## config.mk

```make
export PLATFORM = sky130hd
export DESIGN_NAME = ps2_scan_rx
export DESIGN_NICKNAME = d
export VERILOG_FILES = /design/src/rtl/ps2_pkg.sv /design/src/rtl/ps2_clk_filter.sv /design/src/rtl/ps2_scan_rx.sv
export SDC_FILE = /design/constraint.sdc
export NUM_CORES = 1
export LEC_CHECK = 0
export ABC_AREA = 1
export CAP_MARGIN = 20
export CELL_PAD_IN_SITES_DETAIL_PLACEMENT = 0
export CELL_PAD_IN_SITES_GLOBAL_PLACEMENT = 1
export CORE_MARGIN = 4
export CORE_UTILIZATION = 48
export CTS_CLUSTER_SIZE = 10
export DETAILED_ROUTE_END_ITERATION = 7
export GPL_ROUTABILITY_DRIVEN = 0
export PLACE_DENSITY_LB_ADDON = 0.1
export SETUP_SLACK_MARGIN = 0.4
export SYNTH_ARGS = -nofsm -noshare
export SYNTH_HDL_FRONTEND = slang
export SYNTH_SLANG_ARGS = --single-unit
```

## constraint.sdc

```tcl
create_clock -name clk -period 4.57 [get_ports clk]
set_input_delay 0.457 -clock clk [delete_from_list [all_inputs] [get_ports clk]]
set_output_delay 0.457 -clock clk [all_outputs]
set_load 0.02 [all_outputs]
```

## src/rtl/ps2_pkg.sv

```systemverilog
// Shared types and code constants for the PS/2 scan-code receiver.
package ps2_pkg;

    typedef enum logic [1:0] {
        IDLE,
        DATA,
        PARITY,
        STOP
    } ps2_state_t;

    localparam logic [7:0] BREAK_CODE = 8'hF0;
    localparam logic [7:0] EXT_CODE   = 8'hE0;
    localparam logic [6:0] BLANK_CODE = 7'h7F;

endpackage

```

## src/rtl/ps2_clk_filter.sv

```systemverilog
// Synchronizes the PS/2 lines, debounces ps2_clk and strobes on each accepted
// falling edge of the keyboard clock.
module ps2_clk_filter #(
    parameter int unsigned FILTER_LEN = 8
) (
    input  logic clk,
    input  logic rst_n,
    input  logic i_ps2_clk,
    input  logic i_ps2_dat,
    output logic o_dat,
    output logic o_fall
);

    localparam int unsigned CW = (FILTER_LEN > 1) ? $clog2(FILTER_LEN) : 1;
    localparam logic [CW-1:0] CNT_LAST = CW'(FILTER_LEN - 1);

    logic          r_clk_meta;
    logic          r_clk_sync;
    logic          r_dat_meta;
    logic          r_dat_sync;
    logic          r_clk_filt;
    logic [CW-1:0] r_cnt;
    logic          r_fall;

    // Everything resets to the idle bus level so reset never fakes an edge.
    always_ff @(posedge clk or negedge rst_n) begin
        if (!rst_n) begin
            r_clk_meta <= 1'b1;
            r_clk_sync <= 1'b1;
            r_dat_meta <= 1'b1;
            r_dat_sync <= 1'b1;
            r_clk_filt <= 1'b1;
            r_cnt      <= '0;
            r_fall     <= 1'b0;
        end else begin
            r_clk_meta <= i_ps2_clk;
            r_clk_sync <= r_clk_meta;
            r_dat_meta <= i_ps2_dat;
            r_dat_sync <= r_dat_meta;
            r_fall     <= 1'b0;
            if (r_clk_sync == r_clk_filt) begin
                r_cnt <= '0;
            end else if (r_cnt == CNT_LAST) begin
                r_clk_filt <= r_clk_sync;
                r_cnt      <= '0;
                r_fall     <= ~r_clk_sync;
            end else begin
                r_cnt <= r_cnt + CW'(1);
            end
        end
    end

    assign o_dat  = r_dat_sync;
    assign o_fall = r_fall;

endmodule

```

## src/rtl/ps2_scan_rx.sv

```systemverilog
// PS/2 keyboard receiver: frames bytes off the wire and tracks the currently
// held make code for a seven-segment letter display.
module ps2_scan_rx
    import ps2_pkg::*;
#(
    parameter int unsigned FILTER_LEN  = 8,
    parameter int unsigned TIMEOUT_CYC = 50000
) (
    input  logic       clk,
    input  logic       rst_n,
    input  logic       ps2_clk,
    input  logic       ps2_dat,
    output logic [6:0] sevbits,
    output logic       code_valid,
    output logic       frame_err,
    output logic       key_held
);

    localparam int unsigned TW = $clog2(TIMEOUT_CYC + 1);
    // frame_err lands exactly TIMEOUT_CYC cycles after the last fall strobe.
    localparam logic [TW-1:0] TO_LAST = TW'(TIMEOUT_CYC - 2);

    logic w_fall;
    logic w_dat;
    logic w_frame_ok;
    logic w_timeout;

    ps2_state_t  r_state;
    logic [2:0]  r_bit_cnt;
    logic [7:0]  r_shift;
    logic        r_parity;
    logic [TW-1:0] r_to_cnt;
    logic        r_brk;
    logic        r_ext;
    logic [6:0]  r_sevbits;
    logic        r_code_valid;
    logic        r_frame_err;
    logic        r_key_held;

    ps2_clk_filter #(
        .FILTER_LEN(FILTER_LEN)
    ) u_clk_filter (
        .clk      (clk),
        .rst_n    (rst_n),
        .i_ps2_clk(ps2_clk),
        .i_ps2_dat(ps2_dat),
        .o_dat    (w_dat),
        .o_fall   (w_fall)
    );

    // In STOP, w_dat is the stop bit; parity must be odd over data plus parity.
    assign w_frame_ok = w_dat & (^{r_shift, r_parity});
    assign w_timeout  = (r_state != IDLE) && !w_fall && (r_to_cnt == TO_LAST);

    always_ff @(posedge clk or negedge rst_n) begin
        if (!rst_n) begin
            r_state      <= IDLE;
            r_bit_cnt    <= '0;
            r_shift      <= '0;
            r_parity     <= 1'b0;
            r_to_cnt     <= '0;
            r_brk        <= 1'b0;
            r_ext        <= 1'b0;
            r_sevbits    <= BLANK_CODE;
            r_code_valid <= 1'b0;
            r_frame_err  <= 1'b0;
            r_key_held   <= 1'b0;
        end else begin
            r_code_valid <= 1'b0;
            r_frame_err  <= 1'b0;

            if ((r_state == IDLE) || w_fall) begin
                r_to_cnt <= '0;
            end else begin
                r_to_cnt <= r_to_cnt + TW'(1);
            end

            if (w_timeout) begin
                r_state     <= IDLE;
                r_frame_err <= 1'b1;
            end else if (w_fall) begin
                case (r_state)
                    IDLE: begin
                        if (!w_dat) begin
                            r_state   <= DATA;
                            r_bit_cnt <= '0;
                        end
                    end
                    DATA: begin
                        r_shift   <= {w_dat, r_shift[7:1]};
                        r_bit_cnt <= r_bit_cnt + 3'd1;
                        if (r_bit_cnt == 3'd7) begin
                            r_state <= PARITY;
                        end
                    end
                    PARITY: begin
                        r_parity <= w_dat;
                        r_state  <= STOP;
                    end
                    STOP: begin
                        r_state <= IDLE;
                        if (!w_frame_ok) begin
                            r_frame_err <= 1'b1;
                            r_brk       <= 1'b0;
                            r_ext       <= 1'b0;
                        end else if (r_shift == BREAK_CODE) begin
                            r_brk <= 1'b1;
                        end else if (r_shift == EXT_CODE) begin
                            r_ext <= 1'b1;
                        end else if (!r_shift[7]) begin
                            // Extended keys are swallowed; break only blanks the matching held key.
                            if (r_ext) begin
                                r_ext <= 1'b0;
                                r_brk <= 1'b0;
                            end else if (r_brk) begin
                                r_brk <= 1'b0;
                                if (r_key_held && (r_shift[6:0] == r_sevbits)) begin
                                    r_sevbits  <= BLANK_CODE;
                                    r_key_held <= 1'b0;
                                end
                            end else begin
                                r_sevbits    <= r_shift[6:0];
                                r_key_held   <= 1'b1;
                                r_code_valid <= 1'b1;
                            end
                        end
                    end
                    default: r_state <= IDLE;
                endcase
            end
        end
    end

    assign sevbits    = r_sevbits;
    assign code_valid = r_code_valid;
    assign frame_err  = r_frame_err;
    assign key_held   = r_key_held;

endmodule
```

==> results.txt, run 1 <==
status - finished clean
final worst path period need - 1.94 ns
H-tree depth - 2
fmax - 0.514 GHz
register area - 1290 um2
leakage - 0.00150 uW
Cell Pwr Density - 249 nW/um2
clock-pin slew on the worst setup and hold paths - 0.09 ns
critical path class - flop to output port
cell accounting for the most synthesized area - dfrtp_1
mapped cell area - 2860 um2
sequential area share after synthesis - 45.1%
kind of cell adding the most delay to the critical path - buffers and inverters
# port buffers - 13
Sw Share - 23.6%
Syn Area/Cell - 7.91 um2
Worst R2R End - r_state[0]
Syn-to-layout area delta - 9.31%
Post-synth ARST share - 100%
part of the power in combinational logic - 5.4%
Die Area - 7260 um2
Clk Latency, worst-skew pair - 0.30 ns
Post-CTS Repair Setup Buffers - 0
Slew Limit Headroom - 58.2%
count leader, synth - nand2_1
Setup-failing EPs final - 0
vias in the first global route - 2281
Filler cells - 553
Core ar. - 5640 um2
first-pass GRT wire length - 10.5 mm
Clock Path Buffers - 2
syn_nets - 377
Reg2Reg Launch Point - r_state[1]
final core utilization - 55.5%
Synth top cells by count - 108 x nand2_1, 41 x inv_1, 39 x dfrtp_1
post-synth top area share - 34.1%
Internal - 595 uW
synthesized instance count - 362
Cell Rows - 27
Setup TNS - 0 ns
Max FO, Critical Path - 4
CTS tree - yes
Max Cap Viol - 0
antenna violations before repair - 0
Worst Path Required - 4.11 ns
Final Hold Violating Endpoints - 0
largest net degree at the start of global routing - 52
antenna-violating nets left - 0
slowest CP cell - clkdlybuf4s50_1
CP Cell Sequence - clkdlybuf4s50_1
post-route DRC violation count - 0
Die Span X - 85.2 um
Die Height - 85.2 um
CP Launch Type - flop
Hold Crit Class - input port to asynchronous set/reset pin
P_sw - 184 uW
DR iter-0 viols - 101
Nets - 392
post_cts resized - 0
Synth Warn # - 0
RSZ-0062 raised after global routing - false
vias per inst - 5.10
IO Count - 14
drt total wl - 5.78 mm
effective utilization at floorplan - 50.7%
clock tree sinks - 51
Total Routing Usage GR - 17.9%
Top FF cell, synth - dfrtp_1
FF+latch count, synth - 51
GRT overflow - 0
Hold Buf Count CTS - 0
TritonCTS Buffers - 5
Worst Path Buf+Inv - 1
slew of the pin with the lowest slew margin - 0.628 ns
fin crit share - 42.5%
EDFF count, synth - 0
multi-input logic area - 1340 um2
synth unique cells - 33
VDD IR-drop max - 164 uV
clk_skew - 0.00725 ns
crit end category - output port
R2R Setup Slk - 2.71 ns
Final Slew Violations - 0
DR WL/cell - 12.8 um
clock root cell - clkbuf_8
via count - 2294
drt pass-1 iters - 4
layout cells sized above 1 - 14.0%
Seq pwr share - 61.7%
DPL Wire Length - 4.32 mm
Clk network pwr share - 32.8%
Overall Power - 779 uW
synth top area cells - dfrtp_1 34%, nand2_1 14%, dfstp_2 11%
max incr delay on CP - 0.61 ns
Ant. Diodes - 0
crit path DAT - 1.49 ns
R2R depth - 10
==> logic make-up after synthesis <==
| kind of cell | count (synthesis) | synth area share (%) |
|---|---|---|
| adder cells (fa/ha/maj) | 11 | 4.81 |
| buffers and inverters | 56 | 8.00 |
| XOR/XNOR | 12 | 3.67 |
| AND/OR/NAND/NOR | 198 | 32.1 |
| AO/OA/AOI/OAI | 34 | 6.29 |
| flip-flops | 51 | 45.1 |
==> cell type report <==
class	instances	area share [%]
clock inverter	2	0.400
sequential	51	41.3
clock buffer	6	2.32
timing repair buffer	14	4.24
tap	72	2.88
multi-input combinational	255	42.9
inverter	50	6.00
==> layout by cell type, fill, tap and decap left out, drive strengths merged <==
master	synthesis	routed
clkdlybuf4s50	0	12
a21oi	6	6
nand2	119	119
o21ai	23	23
o21a	1	1
o211ai	1	1
xnor2	10	10
dfstp	12	12
dfrtp	39	39
clkinvlp	0	1
or2	2	2
xor2	2	2
nor2	33	33
nand4	10	10
o21bai	1	1
nor4	3	3
clkbuf	2	6
ha	11	11
nor3	9	9
buf	4	2
a31oi	2	2
nor3b	2	2
clkinv	0	1
inv	50	50
nand3	20	20
==> worst max path at each step <==
stage	from	endpoint	cells past startpoint	slack [ns]
floorplan	r_state[0]	r_state[0]	10	2.97
global placement	r_state[0]	r_state[0]	10	2.78
detailed placement	r_state[1]	r_state[0]	10	2.72
CTS	sevbits[6]	sevbits[6]	1	2.61
global route	r_state[1]	r_state[0]	10	2.47
finish	sevbits[6]	sevbits[6]	1	2.63
==> metrics by stage <==
step | instances | area, um2 | hold WS, ns | setup slack [ns]
floorplan | 362 | 2860 | 0.161 | 2.97
global placement | 442 | 3040 | 0.346 | 2.78
detailed placement | 442 | 3040 | 0.347 | 2.72
CTS | 450 | 3130 | 0.266 | 2.61
global route | 450 | 3130 | 0.299 | 2.47
finish | 450 | 3130 | 0.250 | 2.63
==> state kept, by name (all words and copies together) (netlist names) <==
signal,flops
r_to_cnt,16
r_shift,8
sevbits,7
r_bit_cnt,3
u_clk_filter.r_cnt,3
r_state,2
code_valid,1
frame_err,1
key_held,1
r_brk,1
r_ext,1
r_parity,1
u_clk_filter.o_dat,1
u_clk_filter.o_fall,1
u_clk_filter.r_clk_filt,1
u_clk_filter.r_clk_meta,1
u_clk_filter.r_clk_sync,1
u_clk_filter.r_dat_meta,1
==> metal layers <==
| metal | part of all wire, % | vias up | global-route usage, % |
|---|---|---|---|
| met5 | 0 | - | 0 |
| li1 | - | 1169 | - |
| met4 | 1.6 | 0 | 6.47 |
| met3 | 3.0 | 8 | 3.69 |
| met1 | 46 | 1088 | 23.0 |
| met2 | 49 | 29 | 29.9 |
==> worst register-to-register path, stage by stage (launching register included) <==
cell,delay [ns]
dfrtp_1,0.42
inv_1,0.11
ha_1,0.25
nor2_4,0.18
inv_2,0.13
nor3_1,0.14
nand4_1,0.18
nand2_1,0.10
nand2_1,0.09
nand2_1,0.07
o21ai_1,0.06
==> power by group through the flow <==
stage          registers (uW)  clock network, uW  logic, uW
2_1_floorplan             487                  0       26.9
3_3_place_gp              488                  0       42.9
3_5_place_dp              489                  0       43.6
4_1_cts                   481                266       44.0
5_1_grt                   483                286       53.5
6_report                  481                256       42.4
Power figures use the tool's default switching activity.
==> run 2, diff against run 1 <==
CORE_UTILIZATION = 45   (was 48)
clock period = 1.9 ns   (was 4.57 ns; I/O delays follow)
==> run 2 against run 1 <==
Net effect:
- sequential cell count is the same
- count of clock-buffer cells in the layout did not move
- power rose to 2.6 times the previous value
- clock skew is 0.0059 ns higher
- sequential share of layout area down 5.2 points
- critical path depth grew 12
- via count grew 3.5%
- combinational power rose to 2.8 times the previous value
- hold slack better by 0.050 ns
- utilization grew 4.1 points
- routed wire length grew 9.8%
- sequential power is 140% higher
- largest cell class unchanged
==> results.txt, run 2 (same netlist as run 1, synthesis figures left out) <==
crit end category - flop
IO Count - 14
max incr delay on CP - 0.42 ns
clock tree sinks - 51
TritonCTS Buffers - 5
Die Span X - 87.8 um
Final Slew Violations - 0
Core ar. - 6060 um2
DR iter-0 viols - 80
vias per inst - 4.95
CTS tree - yes
drt total wl - 6.34 mm
max reg flops - 16
Cell Rows - 28
final worst path period need - 1.62 ns
most used cell along the critical path - nand2_2
post-route DRC violation count - 0
slew of the pin with the lowest slew margin - 0.493 ns
layout cells sized above 1 - 33.3%
final core utilization - 59.6%
Worst Path Required - 2.15 ns
Die Height - 87.8 um
Clock Path Buffers - 2
R2R depth - 13
via count - 2374
Syn-to-layout area delta - 26.2%
clock-pin slew on the worst setup and hold paths - 0.10 ns
leakage - 0.00174 uW
H-tree depth - 2
Total Routing Usage GR - 18.2%
fin crit share - 85.4%
first-pass GRT wire length - 10.9 mm
effective utilization at floorplan - 47.2%
hold path depth - 1
Clk Latency, worst-skew pair - 0.31 ns
most frequent cells in the layout - 89 x nand2_1, 36 x inv_1, 31 x dfrtp_1, 27 x nand2_2, 22 x buf_4
Setup-failing EPs final - 0
Nets - 419
clk_skew - 0.0131 ns
critical path class - flop to flop
commonest non-fill, non-tap cell in the layout - nand2_1
Max Cap Viol - 0
Max FO, Critical Path - 4
CP Cell Sequence - ha_2, nand2_2, inv_2, nand2_4, nor2_4, nand2_2, nor2_2, nand2_2, inv_2, nand3_2, o21bai_1, inv_1, nor2_1
RSZ-0062 raised after global routing - true
Final Hold Violating Endpoints - 0
slowest CP cell - dfrtp_1
clock root cell - clkbuf_8
Setup TNS - 0 ns
Slew Limit Headroom - 67.1%
GRT overflow - 0
crit path DAT - 1.87 ns
vias in the first global route - 2295
drt pass-1 iters - 4
largest reg by FF count - r_to_cnt
# port buffers - 13
fmax - 0.616 GHz
DPL Wire Length - 4.47 mm
Hold Crit Class - input port to flop
largest net degree at the start of global routing - 33
antenna violations before repair - 0
Ant. Diodes - 0
antenna-violating nets left - 0
Cell Pwr Density - 562 nW/um2
Die Area - 7700 um2
VDD IR-drop max - 421 uV
CP Launch Type - flop
DR WL/cell - 13.2 um
status - finished clean
-- run 2: changes by cell type in the layout (fill, tap and decap cells not counted), sizes merged --
| cell | delta |
|---|---|
| dlygate4sd3 | +1 |
| dlygate4sd2 | +8 |
| clkinv | -1 |
| buf | +26 |
| dlymetal6s2s | +1 |
| bufinv | +1 |
| clkdlybuf4s50 | -9 |
-- run 2: metrics by stage --
step / hold slack (ns) / total power (uW) / cell area, um2 / instances / setup slack, ns
2_1_floorplan: -0.106 / 1240 / 2890 / 362 / 0.402
3_3_place_gp: 0.175 / 1280 / 3110 / 449 / 0.216
3_5_place_dp: 0.180 / 1290 / 3110 / 449 / 0.211
4_1_cts: 0.290 / 2060 / 3480 / 476 / 0.303
5_1_grt: 0.298 / 2130 / 3610 / 480 / 0.109
6_report: 0.300 / 2030 / 3610 / 480 / 0.278
-- run 2: repair_timing --
| action | in CTS | in global routing |
|---|---|---|
| pin swaps | 20 | 24 |
| gates resized for setup | 44 | 31 |
| hold buffers | 1 | 0 |
| endpoints found under the setup margin | 31 | 25 |
| cloned | 0 | 0 |
| endpoints found under the hold margin | 12 | 0 |
| setup buffers | 18 | 4 |
-- run 2: power breakdown --
part	internal [uW]	switching [uW]
logic	48.9	69.2
registers	1130	22.0
clock network	393	364
total	1580	456
-- run 2: layer usage --
layer	global-route usage, %	up-vias	wire (um)
met5	0	-	0
met4	5.72	0	53
met3	3.39	6	201
met2	27.3	29	2870
met1	26.7	1109	3220
li1	-	1230	-
-- run 2: worst paths after layout --
check                                        startpoint                       to  slack (ns)
worst min register to register  u_clk_filter.r_dat_meta       u_clk_filter.o_dat        0.36
max in group asynchronous                         rst_n       u_clk_filter.o_dat        0.92
worst max-delay path                        r_to_cnt[0]             r_to_cnt[12]        0.28
worst max register to register              r_to_cnt[0]             r_to_cnt[12]        0.28
min in group asynchronous                         rst_n                    r_brk        0.38
worst min-delay path                            ps2_clk  u_clk_filter.r_clk_meta        0.30
-- run 2: final cells by class --
type	count	area [um2]
Fill cell	569	2450
Tap cell	75	93.8
Timing Repair Buffer	41	358
Inverter	50	195
Multi-Input combinational cell	255	1550
Clock inverter	2	37.5
Clock buffer	6	72.6
Sequential cell	51	1300
-- run 2: critical path, delay by kind of cell, from the launching register on --
| family | cells | cell delay (ns) |
|---|---|---|
| simple gates | 8 | 0.63 |
| flops | 1 | 0.42 |
| fa+ha+maj | 1 | 0.21 |
| buf+inv | 3 | 0.19 |
| compound gates | 1 | 0.13 |
